<file path="src/rtl/ps2_host_cmd_ctrl_if.sv">
`default_nettype none
// +----------------------------------------------------------------------------+
// | Module   : ps2_host_cmd_ctrl_if                                            |
// | Purpose  : Bundles the command, PS/2 transmit, PS/2 receive, scan-forward  |
// |            and response signals of ps2_host_cmd_ctrl.                      |
// | Modports : slave  - the command controller itself                          |
// |            master - the system / tx engine / rx engine side driving it     |
// | Signals  : cmd_valid/cmd_ready/cmd_byte/cmd_has_arg/cmd_arg  command req   |
// |            tx_valid/tx_ready/tx_data/tx_done/tx_err           PS/2 tx      |
// |            rx_valid/rx_data                                   PS/2 rx      |
// |            scan_valid/scan_data                               forwarded rx |
// |            resp_valid/resp_ok/resp_code/busy                  completion   |
// | Revision : 1.0  initial release                                            |
// +----------------------------------------------------------------------------+
interface ps2_host_cmd_ctrl_if;
  logic       cmd_valid;
  logic       cmd_ready;
  logic [7:0] cmd_byte;
  logic       cmd_has_arg;
  logic [7:0] cmd_arg;
  logic       tx_valid;
  logic [7:0] tx_data;
  logic       tx_ready;
  logic       tx_done;
  logic       tx_err;
  logic       rx_valid;
  logic [7:0] rx_data;
  logic       scan_valid;
  logic [7:0] scan_data;
  logic       resp_valid;
  logic       resp_ok;
  logic [7:0] resp_code;
  logic       busy;

  modport slave (
    input  cmd_valid, cmd_byte, cmd_has_arg, cmd_arg,
    input  tx_ready, tx_done, tx_err,
    input  rx_valid, rx_data,
    output cmd_ready, tx_valid, tx_data,
    output scan_valid, scan_data,
    output resp_valid, resp_ok, resp_code, busy
  );

  modport master (
    output cmd_valid, cmd_byte, cmd_has_arg, cmd_arg,
    output tx_ready, tx_done, tx_err,
    output rx_valid, rx_data,
    input  cmd_ready, tx_valid, tx_data,
    input  scan_valid, scan_data,
    input  resp_valid, resp_ok, resp_code, busy
  );
endinterface
`default_nettype wire

</file>
<file path="src/rtl/ps2_host_cmd_ctrl.sv">
`default_nettype none
// +----------------------------------------------------------------------------+
// | Module   : ps2_host_cmd_ctrl                                               |
// | Purpose  : Host-side PS/2 keyboard command sequencer. Sends a command byte |
// |            and optional argument byte through the tx engine, waits for the |
// |            device ACK (0xFA), resends on NAK (0xFE) or tx error, applies a |
// |            timeout, and forwards all non-handshake rx bytes as scan codes. |
// | Ports    : clk, rst_n (async, active-low)                                  |
// |            bus : ps2_host_cmd_ctrl_if.slave (command / tx / rx / scan /    |
// |                  response groups, see the interface file)                  |
// | Params   : TIMEOUT_CYCLES - cycles to wait for an ACK or BAT byte          |
// |            MAX_RETRIES    - resends per byte after the first send          |
// | Macro    : PS2_BAT_WAIT_EN - an ACKed 0xFF also waits for the BAT result   |
// |            (0xAA ok, 0xFC fail) before finishing.                          |
// | Revision : 1.0  initial release                                            |
// +----------------------------------------------------------------------------+
module ps2_host_cmd_ctrl #(
  parameter int TIMEOUT_CYCLES = 320000,
  parameter int MAX_RETRIES    = 3
) (
  input  wire logic          clk,
  input  wire logic          rst_n,
  ps2_host_cmd_ctrl_if.slave bus
);

  localparam int c_tmr_w = $clog2(TIMEOUT_CYCLES + 1);
  localparam int c_rty_w = (MAX_RETRIES > 0) ? $clog2(MAX_RETRIES + 1) : 1;

  localparam logic [c_tmr_w-1:0] c_TO_LAST   = c_tmr_w'(TIMEOUT_CYCLES - 1);
  localparam logic [c_rty_w-1:0] c_MAX_RETRY = c_rty_w'(MAX_RETRIES);

  localparam logic [7:0] c_RX_ACK      = 8'hFA;
  localparam logic [7:0] c_RX_NAK      = 8'hFE;
  localparam logic [7:0] c_RC_OK       = 8'h00;
  localparam logic [7:0] c_RC_TIMEOUT  = 8'h01;
  localparam logic [7:0] c_RC_RETRIES  = 8'h02;
`ifdef PS2_BAT_WAIT_EN
  localparam logic [7:0] c_RX_BAT_OK   = 8'hAA;
  localparam logic [7:0] c_RX_BAT_FAIL = 8'hFC;
  localparam logic [7:0] c_RC_BAT_FAIL = 8'h03;
  localparam logic [7:0] c_CMD_RESET   = 8'hFF;
`endif

  typedef enum logic [2:0] {
    S_IDLE     = 3'd0,
    S_SEND     = 3'd1,
    S_WAIT_TX  = 3'd2,
    S_WAIT_ACK = 3'd3,
    S_FINISH   = 3'd5
`ifdef PS2_BAT_WAIT_EN
    ,S_WAIT_BAT = 3'd4
`endif
  } state_t;

  state_t               r_state;
  logic [7:0]           r_cmd;
  logic                 r_has_arg;
  logic [7:0]           r_arg;
  logic                 r_on_arg;     // 1 once the command byte is ACKed
  logic [c_rty_w-1:0]   r_retry;
  logic [c_tmr_w-1:0]   r_timer;
  logic                 r_tx_valid;
  logic [7:0]           r_tx_data;
  logic                 r_scan_valid;
  logic [7:0]           r_scan_data;
  logic                 r_resp_valid;
  logic                 r_resp_ok;
  logic [7:0]           r_resp_code;
  logic                 r_busy;

  logic                 w_rx_ack;
  logic                 w_rx_nak;
  logic                 w_timeout;
  logic                 w_can_retry;
  logic [7:0]           w_cur_byte;
  logic                 w_consume;

  assign w_rx_ack    = bus.rx_valid && (bus.rx_data == c_RX_ACK);
  assign w_rx_nak    = bus.rx_valid && (bus.rx_data == c_RX_NAK);
  assign w_timeout   = (r_timer == c_TO_LAST);
  assign w_can_retry = (r_retry < c_MAX_RETRY);
  assign w_cur_byte  = r_on_arg ? r_arg : r_cmd;

  // Handshake bytes are swallowed only in the state that is waiting for
  // them; everywhere else (IDLE, SEND, WAIT_TX, FINISH) they are plain data.
  always_comb begin
    w_consume = 1'b0;
    if (bus.rx_valid) begin
      case (r_state)
        S_WAIT_ACK: w_consume = (bus.rx_data == c_RX_ACK) || (bus.rx_data == c_RX_NAK);
`ifdef PS2_BAT_WAIT_EN
        S_WAIT_BAT: w_consume = (bus.rx_data == c_RX_BAT_OK) || (bus.rx_data == c_RX_BAT_FAIL);
`endif
        default:    w_consume = 1'b0;
      endcase
    end
  end

  always_ff @(posedge clk or negedge rst_n) begin
    if (!rst_n) begin
      r_state      <= S_IDLE;
      r_cmd        <= 8'h00;
      r_has_arg    <= 1'b0;
      r_arg        <= 8'h00;
      r_on_arg     <= 1'b0;
      r_retry      <= '0;
      r_timer      <= '0;
      r_tx_valid   <= 1'b0;
      r_tx_data    <= 8'h00;
      r_scan_valid <= 1'b0;
      r_scan_data  <= 8'h00;
      r_resp_valid <= 1'b0;
      r_resp_ok    <= 1'b0;
      r_resp_code  <= 8'h00;
      r_busy       <= 1'b0;
    end else begin
      // Scan forwarding runs alongside the sequencer in every state.
      r_scan_valid <= bus.rx_valid && !w_consume;
      if (bus.rx_valid && !w_consume) begin
        r_scan_data <= bus.rx_data;
      end

      r_resp_valid <= 1'b0;

      case (r_state)
        S_IDLE: begin
          if (bus.cmd_valid) begin
            r_cmd      <= bus.cmd_byte;
            r_has_arg  <= bus.cmd_has_arg;
            r_arg      <= bus.cmd_arg;
            r_on_arg   <= 1'b0;
            r_retry    <= '0;
            r_busy     <= 1'b1;
            r_tx_valid <= 1'b1;
            r_tx_data  <= bus.cmd_byte;
            r_state    <= S_SEND;
          end
        end

        S_SEND: begin
          if (bus.tx_ready) begin
            r_tx_valid <= 1'b0;
            r_state    <= S_WAIT_TX;
          end
        end

        S_WAIT_TX: begin
          // tx_err is checked first so it wins over a coincident tx_done.
          if (bus.tx_err) begin
            if (w_can_retry) begin
              r_retry    <= r_retry + c_rty_w'(1);
              r_tx_valid <= 1'b1;
              r_tx_data  <= w_cur_byte;
              r_state    <= S_SEND;
            end else begin
              r_resp_valid <= 1'b1;
              r_resp_ok    <= 1'b0;
              r_resp_code  <= c_RC_RETRIES;
              r_state      <= S_FINISH;
            end
          end else if (bus.tx_done) begin
            r_timer <= '0;
            r_state <= S_WAIT_ACK;
          end
        end

        S_WAIT_ACK: begin
          r_timer <= r_timer + c_tmr_w'(1);
          // ACK is tested before the timeout so it wins a same-cycle tie.
          if (w_rx_ack) begin
            if (!r_on_arg && r_has_arg) begin
              r_on_arg   <= 1'b1;
              r_retry    <= '0;
              r_tx_valid <= 1'b1;
              r_tx_data  <= r_arg;
              r_state    <= S_SEND;
            end
`ifdef PS2_BAT_WAIT_EN
            else if (r_cmd == c_CMD_RESET) begin
              r_timer <= '0;
              r_state <= S_WAIT_BAT;
            end
`endif
            else begin
              r_resp_valid <= 1'b1;
              r_resp_ok    <= 1'b1;
              r_resp_code  <= c_RC_OK;
              r_state      <= S_FINISH;
            end
          end else if (w_rx_nak) begin
            if (w_can_retry) begin
              r_retry    <= r_retry + c_rty_w'(1);
              r_tx_valid <= 1'b1;
              r_tx_data  <= w_cur_byte;
              r_state    <= S_SEND;
            end else begin
              r_resp_valid <= 1'b1;
              r_resp_ok    <= 1'b0;
              r_resp_code  <= c_RC_RETRIES;
              r_state      <= S_FINISH;
            end
          end else if (w_timeout) begin
            r_resp_valid <= 1'b1;
            r_resp_ok    <= 1'b0;
            r_resp_code  <= c_RC_TIMEOUT;
            r_state      <= S_FINISH;
          end
        end

`ifdef PS2_BAT_WAIT_EN
        S_WAIT_BAT: begin
          r_timer <= r_timer + c_tmr_w'(1);
          if (bus.rx_valid && (bus.rx_data == c_RX_BAT_OK)) begin
            r_resp_valid <= 1'b1;
            r_resp_ok    <= 1'b1;
            r_resp_code  <= c_RC_OK;
            r_state      <= S_FINISH;
          end else if (bus.rx_valid && (bus.rx_data == c_RX_BAT_FAIL)) begin
            r_resp_valid <= 1'b1;
            r_resp_ok    <= 1'b0;
            r_resp_code  <= c_RC_BAT_FAIL;
            r_state      <= S_FINISH;
          end else if (w_timeout) begin
            r_resp_valid <= 1'b1;
            r_resp_ok    <= 1'b0;
            r_resp_code  <= c_RC_TIMEOUT;
            r_state      <= S_FINISH;
          end
        end
`endif

        S_FINISH: begin
          r_busy  <= 1'b0;
          r_state <= S_IDLE;
        end

        default: begin
          r_tx_valid <= 1'b0;
          r_busy     <= 1'b0;
          r_state    <= S_IDLE;
        end
      endcase
    end
  end

  assign bus.cmd_ready  = (r_state == S_IDLE);
  assign bus.tx_valid   = r_tx_valid;
  assign bus.tx_data    = r_tx_data;
  assign bus.scan_valid = r_scan_valid;
  assign bus.scan_data  = r_scan_data;
  assign bus.resp_valid = r_resp_valid;
  assign bus.resp_ok    = r_resp_ok;
  assign bus.resp_code  = r_resp_code;
  assign bus.busy       = r_busy;

endmodule
`default_nettype wire

</file>
<file path="src/flat_wrapper.sv">
// flat-port wrapper written by rule: the top's interface ports become plain ports
module ps2_host_cmd_ctrl_flat 
#(
  parameter int TIMEOUT_CYCLES = 320000,
  parameter int MAX_RETRIES    = 3
)
  (clk, rst_n, bus_cmd_valid, bus_cmd_byte, bus_cmd_has_arg, bus_cmd_arg, bus_tx_ready, bus_tx_done, bus_tx_err, bus_rx_valid, bus_rx_data, bus_cmd_ready, bus_tx_valid, bus_tx_data, bus_scan_valid, bus_scan_data, bus_resp_valid, bus_resp_ok, bus_resp_code, bus_busy);
  ps2_host_cmd_ctrl_if bus_i ();
  input  wire logic clk;
  input  wire logic rst_n;
  input wire logic [$bits(bus_i.cmd_valid)-1:0] bus_cmd_valid;
  input wire logic [$bits(bus_i.cmd_byte)-1:0] bus_cmd_byte;
  input wire logic [$bits(bus_i.cmd_has_arg)-1:0] bus_cmd_has_arg;
  input wire logic [$bits(bus_i.cmd_arg)-1:0] bus_cmd_arg;
  input wire logic [$bits(bus_i.tx_ready)-1:0] bus_tx_ready;
  input wire logic [$bits(bus_i.tx_done)-1:0] bus_tx_done;
  input wire logic [$bits(bus_i.tx_err)-1:0] bus_tx_err;
  input wire logic [$bits(bus_i.rx_valid)-1:0] bus_rx_valid;
  input wire logic [$bits(bus_i.rx_data)-1:0] bus_rx_data;
  output wire logic [$bits(bus_i.cmd_ready)-1:0] bus_cmd_ready;
  output wire logic [$bits(bus_i.tx_valid)-1:0] bus_tx_valid;
  output wire logic [$bits(bus_i.tx_data)-1:0] bus_tx_data;
  output wire logic [$bits(bus_i.scan_valid)-1:0] bus_scan_valid;
  output wire logic [$bits(bus_i.scan_data)-1:0] bus_scan_data;
  output wire logic [$bits(bus_i.resp_valid)-1:0] bus_resp_valid;
  output wire logic [$bits(bus_i.resp_ok)-1:0] bus_resp_ok;
  output wire logic [$bits(bus_i.resp_code)-1:0] bus_resp_code;
  output wire logic [$bits(bus_i.busy)-1:0] bus_busy;
  assign bus_i.cmd_valid = bus_cmd_valid;
  assign bus_i.cmd_byte = bus_cmd_byte;
  assign bus_i.cmd_has_arg = bus_cmd_has_arg;
  assign bus_i.cmd_arg = bus_cmd_arg;
  assign bus_i.tx_ready = bus_tx_ready;
  assign bus_i.tx_done = bus_tx_done;
  assign bus_i.tx_err = bus_tx_err;
  assign bus_i.rx_valid = bus_rx_valid;
  assign bus_i.rx_data = bus_rx_data;
  assign bus_cmd_ready = bus_i.cmd_ready;
  assign bus_tx_valid = bus_i.tx_valid;
  assign bus_tx_data = bus_i.tx_data;
  assign bus_scan_valid = bus_i.scan_valid;
  assign bus_scan_data = bus_i.scan_data;
  assign bus_resp_valid = bus_i.resp_valid;
  assign bus_resp_ok = bus_i.resp_ok;
  assign bus_resp_code = bus_i.resp_code;
  assign bus_busy = bus_i.busy;
  ps2_host_cmd_ctrl #(.TIMEOUT_CYCLES(TIMEOUT_CYCLES), .MAX_RETRIES(MAX_RETRIES)) u_core (.clk(clk), .rst_n(rst_n), .bus(bus_i));
endmodule
</file>
<file path="config.mk">
export PLATFORM = sky130hd
export DESIGN_NAME = ps2_host_cmd_ctrl_flat
export DESIGN_NICKNAME = d
export VERILOG_FILES = /design/src/rtl/ps2_host_cmd_ctrl_if.sv /design/src/rtl/ps2_host_cmd_ctrl.sv /design/src/flat_wrapper.sv
export SDC_FILE = /design/constraint.sdc
export NUM_CORES = 1
export LEC_CHECK = 0
export CAP_MARGIN = 30
export CORE_ASPECT_RATIO = 0.8
export CORE_MARGIN = 2
export CORE_UTILIZATION = 35
export DETAILED_ROUTE_END_ITERATION = 10
export GPL_ROUTABILITY_DRIVEN = 0
export PLACE_DENSITY = 0.66
export REMOVE_ABC_BUFFERS = 1
export SYNTH_ARGS = -nofsm -noshare
export SYNTH_HDL_FRONTEND = slang
export SYNTH_SLANG_ARGS = --single-unit
</file>
<file path="constraint.sdc">
create_clock -name clk -period 2.4 [get_ports clk]
set_input_delay 0.72 -clock clk [delete_from_list [all_inputs] [get_ports clk]]
set_output_delay 0.72 -clock clk [all_outputs]
set_load 0.02 [all_outputs]
</file>
Word-level counts from Yosys, hierarchy flattened
Index checks and enable logic that the tools add are counted.

Add/sub/neg operators: 2. Order comparisons: 1. Equal/unequal tests: 19. Mux-type cells: 63. Bitwise operators: 2. Reductions and logical operators: 20.

Operators by type and width (count): $mux W8 (13); $mux W19 (2); $pmux W19 S2 (1); $mux W3 (9); $pmux W8 S3 (1); $mux W1 (23); $add A19 B1 Y19 const B (1); $eq A19 B19 Y1 const B (1); $eq A8 B8 Y1 const B (2); $pmux W8 S2 (1); $mux W2 (6); $pmux W3 S4 (1); $reduce_and A4 Y1 (3); $ne A2 B2 Y1 const B (5); $ne A3 B3 Y1 const B (3); $pmux W1 S2 (4); $eq A3 B2 Y1 const B (2); $pmux W2 S3 (1); $reduce_and A6 Y1 (1); $pmux W1 S5 (1); $reduce_and A5 Y1 (1); $logic_and A1 B1 Y1 (4); $ne A2 B1 Y1 const B (2); $ne A4 B1 Y1 const B (1); 14 further kinds (18).

Register bits after elaboration: 71. Input bits: 32. Output and inout bits: 30. Word-level logic and storage cells: 122.

Logic depth before layout (Yosys ltp)
Gate-level depths: netlist of run 1.

Word-level depth: 6. Depth in mapped cells: 7. Depth with buffers taken out: 6.

Worst setup path after synthesis of run 1
Ideal clock, no wire load.

Path type: input to register. Start: input bus_rx_data[7]. End: register u_core.r_scan_data[1], in the netlist u_core.bus.scan_data[1]. Setup time: 125 ps. Arrival time: 1868 ps. Required time: 2275 ps. Slack: 407 ps. Cell stages on the path: 5. Buffers on the path: 1. Path through: and4_1 -> buf_4 -> nand3_4 -> o31ai_4 -> mux2_4.

Cells in the longest elaborated chain, start to end: 6. Elaborated cells between the ends (all ways): 7. Classes of those cells: eq/ne (2); mux (2); reduce/logical (3).

Ends and longest elaborated chain: start: declaration (line flat_wrapper.sv:19) `input wire logic [$bits(bus_i.rx_data)-1:0] bus_rx_data;`; $eq A8 B8 Y1 (line ps2_host_cmd_ctrl.sv:90) `S_WAIT_ACK: w_consume = (bus.rx_data == c_RX_ACK) || (bus.rx_data == c_RX_NAK);`; $logic_or A1 B1 Y1 * (line ps2_host_cmd_ctrl.sv:90); $mux W1 * (line ps2_host_cmd_ctrl.sv:89) `case (r_state)`; $mux W1 * (line ps2_host_cmd_ctrl.sv:88) `if (bus.rx_valid) begin`; $logic_not A1 Y1 * (line ps2_host_cmd_ctrl.sv:119) `if (bus.rx_valid && !w_consume) begin`; $logic_and A1 B1 Y1 * (line ps2_host_cmd_ctrl.sv:119); end signal: assignment (line ps2_host_cmd_ctrl.sv:120) `r_scan_data <= bus.rx_data;`; end: declaration (line ps2_host_cmd_ctrl.sv:65) `logic [7:0] r_scan_data;`.

Mark *: on every way between the ends. The rest lies on a longest branch, timed or not. A chain may end at the register's enable or synchronous reset.

Worst setup path after layout of run 1
Start: register u_core.r_state[2]. End: output bus_cmd_ready.

Cells in the longest elaborated chain, start to end: 1.

Ends and longest elaborated chain: start: declaration (line ps2_host_cmd_ctrl.sv:55) `state_t r_state;`; start signal: assignment (line ps2_host_cmd_ctrl.sv:101) `r_state <= S_IDLE;`; start signal: assignment (line ps2_host_cmd_ctrl.sv:136) `r_state <= S_SEND;`; start signal: assignment (line ps2_host_cmd_ctrl.sv:143) `r_state <= S_WAIT_TX;`; $logic_not A3 Y1 (line ps2_host_cmd_ctrl.sv:246) `assign bus.cmd_ready = (r_state == S_IDLE);`; end: declaration (line flat_wrapper.sv:20) `output wire logic [$bits(bus_i.cmd_ready)-1:0] bus_cmd_ready;`.

No other way between the ends.

==> results of run 1 <==
-- layout by cell type (no fill, tap or decap), drive strengths merged, types with 4 or more instances in the layout --
cell type      count
nor3               8
o21ai             39
or3                4
inv               12
buf               39
nor4               5
a21oi             11
clkdlybuf4s50     60
nand3              6
a221oi             8
and2              11
dfrtp             71
nand2             33
clkbuf            11
xnor2             11
mux2i              8
mux2              23
nor2              24
-- registers in the layout, summed over array words and instances, names as in the netlist --
name and count:
u_core.r_timer 19, u_core.bus.resp_code 8, u_core.bus.scan_data 8, u_core.bus.tx_data 8, u_core.r_arg 8, u_core.r_cmd 8
u_core.r_state 3, u_core.r_retry 2, u_core.bus.busy 1, u_core.bus.resp_ok 1, u_core.bus.resp_valid 1, u_core.bus.scan_valid 1
u_core.bus.tx_valid 1, u_core.r_has_arg 1, u_core.r_on_arg 1
-- stage by stage --
stage	TNS [ns]	area, um^2	hold slack, ns	power [uW]	setup WS, ns
4_1_cts	0	4940	0.427	5340	0.0817
3_3_place_gp	-3.47	4600	0.465	3700	-0.165
5_1_grt	0	4940	0.439	5620	0.0525
2_1_floorplan	0	3490	0.424	2910	0.330
6_report	0	4940	0.398	5300	0.0952
3_5_place_dp	-4.60	4600	0.465	3760	-0.175
-- power groups by stage --
stage / Sequential (uW) / Clock, uW / Combinational (uW)
after detailed placement: 1770 / 0 / 2000
after floorplan: 1890 / 0 / 1020
final: 1750 / 1540 / 2000
after global routing: 1800 / 1630 / 2200
after global placement: 1760 / 0 / 1940
after CTS: 1750 / 1580 / 2010
-- cell families (layout without fill, tap and decap cells) --
group	after synthesis	count (layout)	share of synthesized area
compound gates	78	78	0.149
xor+xnor	12	12	0.0291
fa+ha+maj	1	1	0.00346
buf+inv	29	126	0.0457
flops	71	71	0.491
mux	31	31	0.100
simple gates	113	113	0.181
-- metal layers --
metal | global-route usage | wire (um)
met5 | 0 | 0
met1 | 0.232 | 4250
met4 | 0.0552 | 106
met3 | 0.0477 | 522
met2 | 0.240 | 3730
-- layout make-up --
class	instances	area, um^2	area share
flip-flops and latches	71	1780	0.359
multi-input cells	235	1680	0.339
repair buffers	99	928	0.188
clock buffers	11	243	0.0491
well taps	140	175	0.0354
clock inverters	5	104	0.0210
inverters	11	41.3	0.00835
-- worst max-delay path, delay by kind of cell, from the launching register on --
kind	cells	cell delay, ns
buffers and inverters	1	0.65
DFF	1	0.44
and+or+nand+nor	1	0.16
-- what timing repair did --
action,in CTS,in global routing
endpoints found under the setup margin,0,2
hold buffers,0,0
gates resized for setup,0,2
-- worst paths after layout --
kind,start,to,cells past startpoint
max,u_core.r_state[2],bus_cmd_ready,2
min,rst_n,u_core.bus.resp_code[5],2
max reg2reg,u_core.r_state[1],u_core.r_timer[7],5
min reg2reg,u_core.bus.scan_data[0],u_core.bus.scan_data[0],2
max in group asynchronous,rst_n,u_core.bus.scan_data[6],2
min in group clk,u_core.bus.scan_data[0],u_core.bus.scan_data[0],2
==> impl_metrics.py, run 1 <==
metrics = {
    "run_status": {
        "status": "complete, no violations",
    },
    "clock_tree": {
        "cts.root.buffer_cell": "clkbuf_16",
        "tritoncts_num_sinks": 71,
        "cts.path.max_buffers": 2,
        "clock_insertion_delay_at_the_later_pin_of_the_skew_report_ns": 0.33,
        "post_cts_setup_buffers": 0,
        "ctsHtreeMaxLevel": 3,
        "clock_tree_from_tritoncts": "yes",
        "clk_pin_slew_worst_paths_ns": 0.06,
        "numCtsBuffers": 9,
    },
    "logic_synthesis": {
        "dominantRegCellSynth": "dfrtp_1",
        "synth_cells": 335,
        "synth_cell_type_count": 60,
        "synth-async-reset-ratio": 1.00,
        "post_synth.cell_area_avg_um2": 10.8,
        "synth.top_cells.by_count": "dfrtp_1, nand2_1, nor2_1, o21ai_0",
        "synth-edff-count": 0,
        "synthMostInstantiatedCell": "dfrtp_1",
        "synth_warnings": 0,
        "yosys_register_bits": 71,
        "synth_area_um2": 3620,
        "synthDominantAreaCellType": "dfrtp_1",
        "seq_area_frac_synth": 0.491,
        "yosys.area.top_type_share": 0.491,
        "synth.top_cells.by_area": "dfrtp_1, mux2_2, nand2_1, o21ai_0, xnor2_1",
    },
    "pwr": {
        "netSwitchingFraction": 0.337,
        "power_frac_seq": 0.331,
        "power.ir.vdd_worst_mv": 0.561,
        "p_int_uw": 3510,
        "total_leakage_power_uw": 0.00206,
        "share_clk_of_total_power": 0.291,
        "power_density_nw_per_um2": 1070,
        "power.share.combinational": 0.378,
        "netSwitchingPower_uw": 1790,
    },
    "global_routing": {
        "global_route_wire_length_before_repair_um": 14300,
        "groute.usage.overall": 0.164,
        "vias_in_the_first_global_route": 2787,
        "grt.overflow.total": 0,
        "largest_net_degree_at_the_start_of_global_routing": 72,
        "antenna_found_initial": 0,
    },
    "routing": {
        "average_via_count_per_standard_cell": 5.02,
        "iteration_count_of_the_initial_detailed_routing_pass": 4,
        "drt.antenna.violating_nets": 0,
        "drt_iter0_drc": 178,
        "wl_per_cell_um": 15.0,
        "overall_via_count_from_detail_route": 2869,
        "final_wl_um": 8600,
        "drc_errors": 0,
    },
    "critical_path": {
        "critical_path_required_ns": 1.68,
        "worstPathMaxFanout": 5,
        "cpMaxStageDelayCell": "clkdlybuf4s50_1",
        "worst_setup_path_end_kind": "primary output",
        "worst-r2r-setup-slack_ns": 0.45,
        "data_arrival_time_of_the_critical_path_ns": 1.58,
        "delay_of_the_slowest_critical_path_stage_ns": 0.65,
        "kind_of_critical_path": "flop to primary output",
        "timing.critical_path.cells": "nor3_2 -> clkdlybuf4s50_1",
        "crit_path_start_kind": "flop",
    },
    "timing": {
        "report.final.setup_viol": 0,
        "fmaxAchievable_mhz": 434,
        "hold_viol_final": 0,
        "grt_setup_unrepaired": "false",
        "final_max_slew_violation_count": 0,
        "worst-slew-pin-transition_ns": 0.647,
        "fin_crit_ns": 2.30,
        "fin_crit_sh": 0.960,
        "finalClockSkew_ns": 0.00874,
        "slew-limit-headroom": 0.569,
    },
    "die": {
        "floorplan.rows": 33,
        "dieArea_um2": 11200,
        "num_io_pins": 62,
        "die_width_um": 118,
        "fp.dieH_um": 94.9,
        "initial_core_util": 0.356,
        "core-area_um2": 10200,
    },
    "layout": {
        "final.fill_count": 947,
        "instances_no_fill": 572,
        "layout.nets": 460,
        "diodes": 0,
        "finished_core_util": 0.487,
        "fraction_of_final_layout_cells_sized_beyond_drive_strength_1": 0.227,
        "syn2layout_area_growth_pct": 36.7,
    },
    "place": {
        "dpl.hpwl_um": 6000,
        "io_buffers": 61,
        "place_inst": 556,
    },
    "worst_hold_path": {
        "min_path_type": "input pin to asynchronous set/reset pin",
    },
    "flow_run": {
        "maxCapViolCount": 0,
    },
}
Note: power is estimated with default switching activity, not from simulation.
==> run 2, diff against run 1 <==
Settings changed: RECOVER_POWER set to 25.
==> run 2 against run 1 <==
Effect of this change: the flow now finishes with violations (max-capacitance violations, max-slew violations); count of clock-buffer cells in the layout did not move; critical path depth did not move; largest power group unchanged; critical path type unchanged; cell area fell by 0.30%; die area did not move; maximum frequency did not move.
==> impl_metrics.py, run 2 (same netlist as run 1, synthesis figures left out) <==
metrics = {
    "timing": {
        "slew-limit-headroom": -0.191,
        "hold_viol_final": 0,
        "fin_hold_ws_ns": 0.476,
        "fin_crit_sh": 0.960,
        "fmaxAchievable_mhz": 434,
        "final_worst_slack_ns": 0.0952,
        "final_max_slew_violation_count": 72,
        "fin_crit_ns": 2.30,
        "worst-slew-pin-transition_ns": 1.79,
        "report.final.setup_viol": 0,
        "finalClockSkew_ns": 0.00874,
        "grt_setup_unrepaired": "false",
    },
    "pwr": {
        "total_leakage_power_uw": 0.00205,
        "design_power_total_uw": 5290,
        "power.ir.vdd_worst_mv": 0.561,
        "power_density_nw_per_um2": 1070,
    },
    "place": {
        "io_buffers": 61,
        "post-place-ws_ns": -0.175,
        "placement.cell_area_um2": 4600,
        "dpl.hpwl_um": 6000,
    },
    "routing": {
        "iteration_count_of_the_initial_detailed_routing_pass": 4,
        "overall_via_count_from_detail_route": 2870,
        "drt.antenna.violating_nets": 0,
        "wl_per_cell_um": 15.0,
        "drt_iter0_drc": 176,
        "drc_errors": 0,
        "final_wl_um": 8600,
        "average_via_count_per_standard_cell": 5.02,
    },
    "global_routing": {
        "groute.usage.overall": 0.164,
        "antenna_found_initial": 0,
        "vias_in_the_first_global_route": 2787,
        "global_route_wire_length_before_repair_um": 14300,
        "largest_net_degree_at_the_start_of_global_routing": 72,
        "grt.overflow.total": 0,
    },
    "layout": {
        "final_common_cell": "dfrtp_1",
        "diodes": 0,
        "max_flop_register": "u_core.r_timer",
        "commonest_cells_after_routing_fill_and_taps_aside": "dfrtp_1, clkdlybuf4s50_1, buf_4",
        "fraction_of_final_layout_cells_sized_beyond_drive_strength_1": 0.227,
        "max_reg_flops": 19,
        "fin_area_um2": 4930,
        "layout.nets": 460,
        "syn2layout_area_growth_pct": 36.3,
    },
    "critical_path": {
        "critical_path_required_ns": 1.68,
        "cpMaxStageDelayCell": "clkdlybuf4s50_1",
        "kind_of_critical_path": "flop to primary output",
        "crit_path_start_kind": "flop",
        "delay_of_the_slowest_critical_path_stage_ns": 0.65,
        "worst_setup_path_end_kind": "primary output",
        "timing.critical_path.cells": "nor3_2 -> clkdlybuf4s50_1",
        "critPathBufInv": 1,
        "worstPathMaxFanout": 5,
        "crit_family": "buffers and inverters",
        "data_arrival_time_of_the_critical_path_ns": 1.58,
    },
    "run_status": {
        "status": "finished with violations",
        "failed_checks": "max-capacitance violations, max-slew violations",
    },
    "die": {
        "num_io_pins": 62,
        "fp.dieH_um": 94.9,
        "dieArea_um2": 11200,
        "initial_core_util": 0.356,
        "core-area_um2": 10200,
        "die_width_um": 118,
        "floorplan.rows": 33,
    },
    "clock_tree": {
        "cts.path.max_buffers": 2,
        "post_cts_setup_buffers": 0,
        "clock_insertion_delay_at_the_later_pin_of_the_skew_report_ns": 0.33,
        "ctsHtreeMaxLevel": 3,
        "tritoncts_num_sinks": 71,
        "cts_hold_buf": 0,
        "clk_pin_slew_worst_paths_ns": 0.06,
        "numCtsBuffers": 9,
        "cts.root.buffer_cell": "clkbuf_16",
        "clock_tree_from_tritoncts": "yes",
    },
    "worst_hold_path": {
        "min_path_type": "flop to flop",
    },
    "flow_run": {
        "maxCapViolCount": 1,
    },
}
run 2: final timing paths:
check / from / to / slack [ns] / cells after the start
worst max-delay path: u_core.r_state[2] / bus_cmd_ready / 0.1 / 2
min in group asynchronous: rst_n / u_core.bus.resp_code[5] / 0.94 / 2
worst max register to register: u_core.r_state[1] / u_core.r_timer[7] / 0.45 / 5
worst min register to register: u_core.bus.scan_data[0] / u_core.bus.scan_data[0] / 0.48 / 2
worst min-delay path: u_core.bus.scan_data[0] / u_core.bus.scan_data[0] / 0.48 / 2
max in group asynchronous: rst_n / u_core.bus.scan_data[6] / 0.39 / 2
run 2: repair_timing:
action | 4_1_cts | 5_1_grt
resized for setup | 0 | 2
setup endpoints to repair | 0 | 2
hold endpoints to repair | 0 | 0
run 2: layout make-up:
class / count / area [um^2]
inverters: 11 / 41.3
well taps: 140 / 175
flip-flops and latches: 71 / 1780
fillers: 949 / 5230
clock inverters: 5 / 104
repair buffers: 99 / 913
multi-input cells: 235 / 1680
clock buffers: 11 / 243
run 2: stage by stage:
step                utilization  TNS (ns)  instances
finish                    0.485         0        572
global route              0.485         0        572
CTS                       0.487         0        572
detailed placement        0.452     -4.60        556
global placement          0.452     -3.47        556
floorplan                     -         0        317
run 2: routing by layer:
metal / global-route usage / part of all wire / vias up / routed length [um]
li1: - / - / 1383 / -
met1: 0.232 / 0.49 / 1391 / 4250
met2: 0.240 / 0.43 / 89 / 3730
met3: 0.0477 / 0.061 / 7 / 522
met4: 0.0552 / 0.012 / 0 / 106
met5: 0 / 0 / - / 0
run 2: power by group:
part           leakage [uW]  internal (uW)  switching, uW  total (uW)
clock network      0.000170           1050            496        1540
registers          0.000904           1520            233        1750
logic              0.000978            945           1060        2000
total               0.00205           3510           1780        5290
run 2: worst reg2reg max path, cell delays in order, from the launching register on:
cell and delay, ns:
dfrtp_1 0.39, buf_4 0.18, and2b_1 0.29, and2_1 0.28, nor2_2 0.54, nor2_1 0.12
==> run 3, diff against run 2 <==
Settings changed: CORE_MARGIN 2 to unset, GPL_TIMING_DRIVEN set to 0, SKIP_CTS_REPAIR_TIMING set to 1.
==> run 3 against run 2 <==
Effect of this change: the run now ends clean; global-route usage grew 0.58 points; sequential power grew 5%; cell count shrank 6.6%; count of clock-buffer cells in the layout shrank 1; register-to-register slack lost 0.21 ns; critical path depth grew 3; setup slack lost 0.016 ns; utilization shrank 1.6 points; critical endpoint is now u_core.bus.scan_data[5]; highest routed layer unchanged.
==> impl_metrics.py, run 3 (same netlist as run 1, synthesis figures left out) <==
metrics = {
    "run_status": {
        "status": "complete, no violations",
    },
    "layout": {
        "final_common_cell": "dfrtp_1",
        "diodes": 0,
        "commonest_cells_after_routing_fill_and_taps_aside": "dfrtp_1, clkdlybuf4s50_1, nand2_1",
        "fraction_of_final_layout_cells_sized_beyond_drive_strength_1": 0.171,
        "regArea_um2": 1780,
        "fin_area_um2": 4620,
        "max_reg_flops": 19,
        "syn2layout_area_growth_pct": 27.8,
        "layout.nets": 426,
        "final.fill_count": 944,
        "multi_input_area_um2": 1690,
        "max_flop_register": "u_core.r_timer",
    },
    "die": {
        "initial_core_util": 0.367,
        "floorplan.rows": 32,
        "core-area_um2": 9850,
        "dieArea_um2": 10700,
        "num_io_pins": 62,
        "fp.dieH_um": 92.9,
        "die_width_um": 116,
    },
    "clock_tree": {
        "ctsHtreeMaxLevel": 3,
        "clock_insertion_delay_at_the_later_pin_of_the_skew_report_ns": 0.34,
        "cts.root.buffer_cell": "clkbuf_16",
        "tritoncts_num_sinks": 71,
        "clk_pin_slew_worst_paths_ns": 0.05,
        "clock_tree_from_tritoncts": "yes",
        "cts.path.max_buffers": 2,
        "numCtsBuffers": 9,
    },
    "worst_hold_path": {
        "worstHoldPathCells": 2,
        "hold_end": "u_core.bus.scan_data[0]",
        "min_path_type": "flop to flop",
        "worstHoldStart": "u_core.bus.scan_data[0]",
    },
    "critical_path": {
        "critPathBufInv": 1,
        "cpMaxStageDelayCell": "o31ai_4",
        "crit_path_start_kind": "input pin",
        "critical_path_required_ns": 2.62,
        "worst_setup_path_end_kind": "flop",
        "worstPathMaxFanout": 10,
        "data_arrival_time_of_the_critical_path_ns": 2.54,
        "worst-r2r-setup-slack_ns": 0.24,
        "worst_r2r_endpoint": "u_core.bus.scan_data[5]",
        "kind_of_critical_path": "input pin to flop",
        "r2r_start": "u_core.r_state[2]",
        "crit_family": "compound AO/OA/AOI/OAI gates",
        "delay_of_the_slowest_critical_path_stage_ns": 0.52,
        "timing.critical_path.cells": "clkdlybuf4s50_1 -> and4_2 -> nand3_4 -> o31ai_4 -> mux2_4",
        "worst-r2r-cell-count": 4,
    },
    "routing": {
        "drt.antenna.violating_nets": 0,
        "overall_via_count_from_detail_route": 2752,
        "iteration_count_of_the_initial_detailed_routing_pass": 4,
        "wl_per_cell_um": 15.5,
        "drc_errors": 0,
        "average_via_count_per_standard_cell": 5.15,
        "final_wl_um": 8280,
        "drt_iter0_drc": 137,
    },
    "pwr": {
        "power_frac_seq": 0.376,
        "power.share.combinational": 0.351,
        "power_density_nw_per_um2": 1060,
        "p_int_uw": 3110,
        "power.ir.vdd_worst_mv": 0.463,
        "design_power_total_uw": 4890,
        "netSwitchingPower_uw": 1770,
        "total_leakage_power_uw": 0.00188,
        "share_clk_of_total_power": 0.273,
        "netSwitchingFraction": 0.363,
    },
    "timing": {
        "finalClockSkew_ns": 0.00753,
        "setup-tns-final_ns": 0,
        "final_max_slew_violation_count": 0,
        "fin_hold_ws_ns": 0.475,
        "report.final.setup_viol": 0,
        "grt_setup_unrepaired": "false",
        "fmaxAchievable_mhz": 431,
        "hold_viol_final": 0,
        "fin_crit_ns": 2.32,
        "final_worst_slack_ns": 0.0787,
        "worst-slew-pin-transition_ns": 0.900,
        "slew-limit-headroom": 0.400,
        "fin_crit_sh": 0.967,
    },
    "global_routing": {
        "antenna_found_initial": 0,
        "global_route_wire_length_before_repair_um": 13700,
        "grt.overflow.total": 0,
        "vias_in_the_first_global_route": 2707,
        "largest_net_degree_at_the_start_of_global_routing": 72,
        "groute.usage.overall": 0.169,
    },
    "place": {
        "post-place-ws_ns": -0.635,
        "io_buffers": 61,
        "dpl.hpwl_um": 5520,
        "placement.cell_area_um2": 4270,
    },
    "flow_run": {
        "maxCapViolCount": 0,
    },
}
-- run 3: final cells by class --
class                           instances  share of cell area
Clock buffer                           10              0.0496
Clock inverter                          6              0.0149
Inverter                               11             0.00894
Multi-Input combinational cell        235               0.366
Sequential cell                        71               0.385
Tap cell                              136              0.0368
Timing Repair Buffer                   65               0.139
-- run 3: metal layers --
metal / part of all wire / vias to the layer above / routed length [um] / track usage
met3: 0.057 / 11 / 475 / 0.0504
met1: 0.50 / 1344 / 4160 / 0.236
li1: - / 1321 / - / -
met2: 0.42 / 76 / 3500 / 0.244
met5: 0 / - / 0 / 0
met4: 0.017 / 0 / 137 / 0.0694
-- run 3: how the worst max path moves through the flow --
| stage | start | to | slack [ns] | cells past startpoint |
|---|---|---|---|---|
| after floorplan | u_core.r_state[0] | u_core.r_arg[0] | 0.33 | 3 |
| after global placement | rst_n | u_core.bus.scan_data[6] | -1.84 | 1 |
| after detailed placement | bus_rx_data[7] | u_core.bus.tx_valid | -0.64 | 6 |
| after CTS | u_core.r_state[0] | bus_cmd_ready | -0.31 | 2 |
| after global routing | bus_rx_valid | u_core.bus.resp_ok | 0.02 | 6 |
| final | bus_rx_data[5] | u_core.bus.scan_data[5] | 0.08 | 5 |
-- run 3: power groups by stage --
| stage | registers, uW | clock network, uW | logic (uW) |
|---|---|---|---|
| after global placement | 1840 | 0 | 1640 |
| after detailed placement | 1850 | 0 | 1690 |
| after floorplan | 1890 | 0 | 1020 |
| after CTS | 1830 | 1370 | 1700 |
| final | 1840 | 1330 | 1720 |
| after global routing | 1890 | 1420 | 1900 |
-- run 3: through the flow --
| step | cells | utilization |
|---|---|---|
| global placement | 514 | 0.434 |
| floorplan | 317 | - |
| global route | 534 | 0.469 |
| CTS | 530 | 0.464 |
| detailed placement | 514 | 0.434 |
| finish | 534 | 0.469 |
-- run 3: worst min-delay path, delay by kind of cell (launching register included) --
| kind | cells | cell delay, ns |
|---|---|---|
| DFF | 1 | 0.34 |
| and+or+nand+nor | 2 | 0.10 |
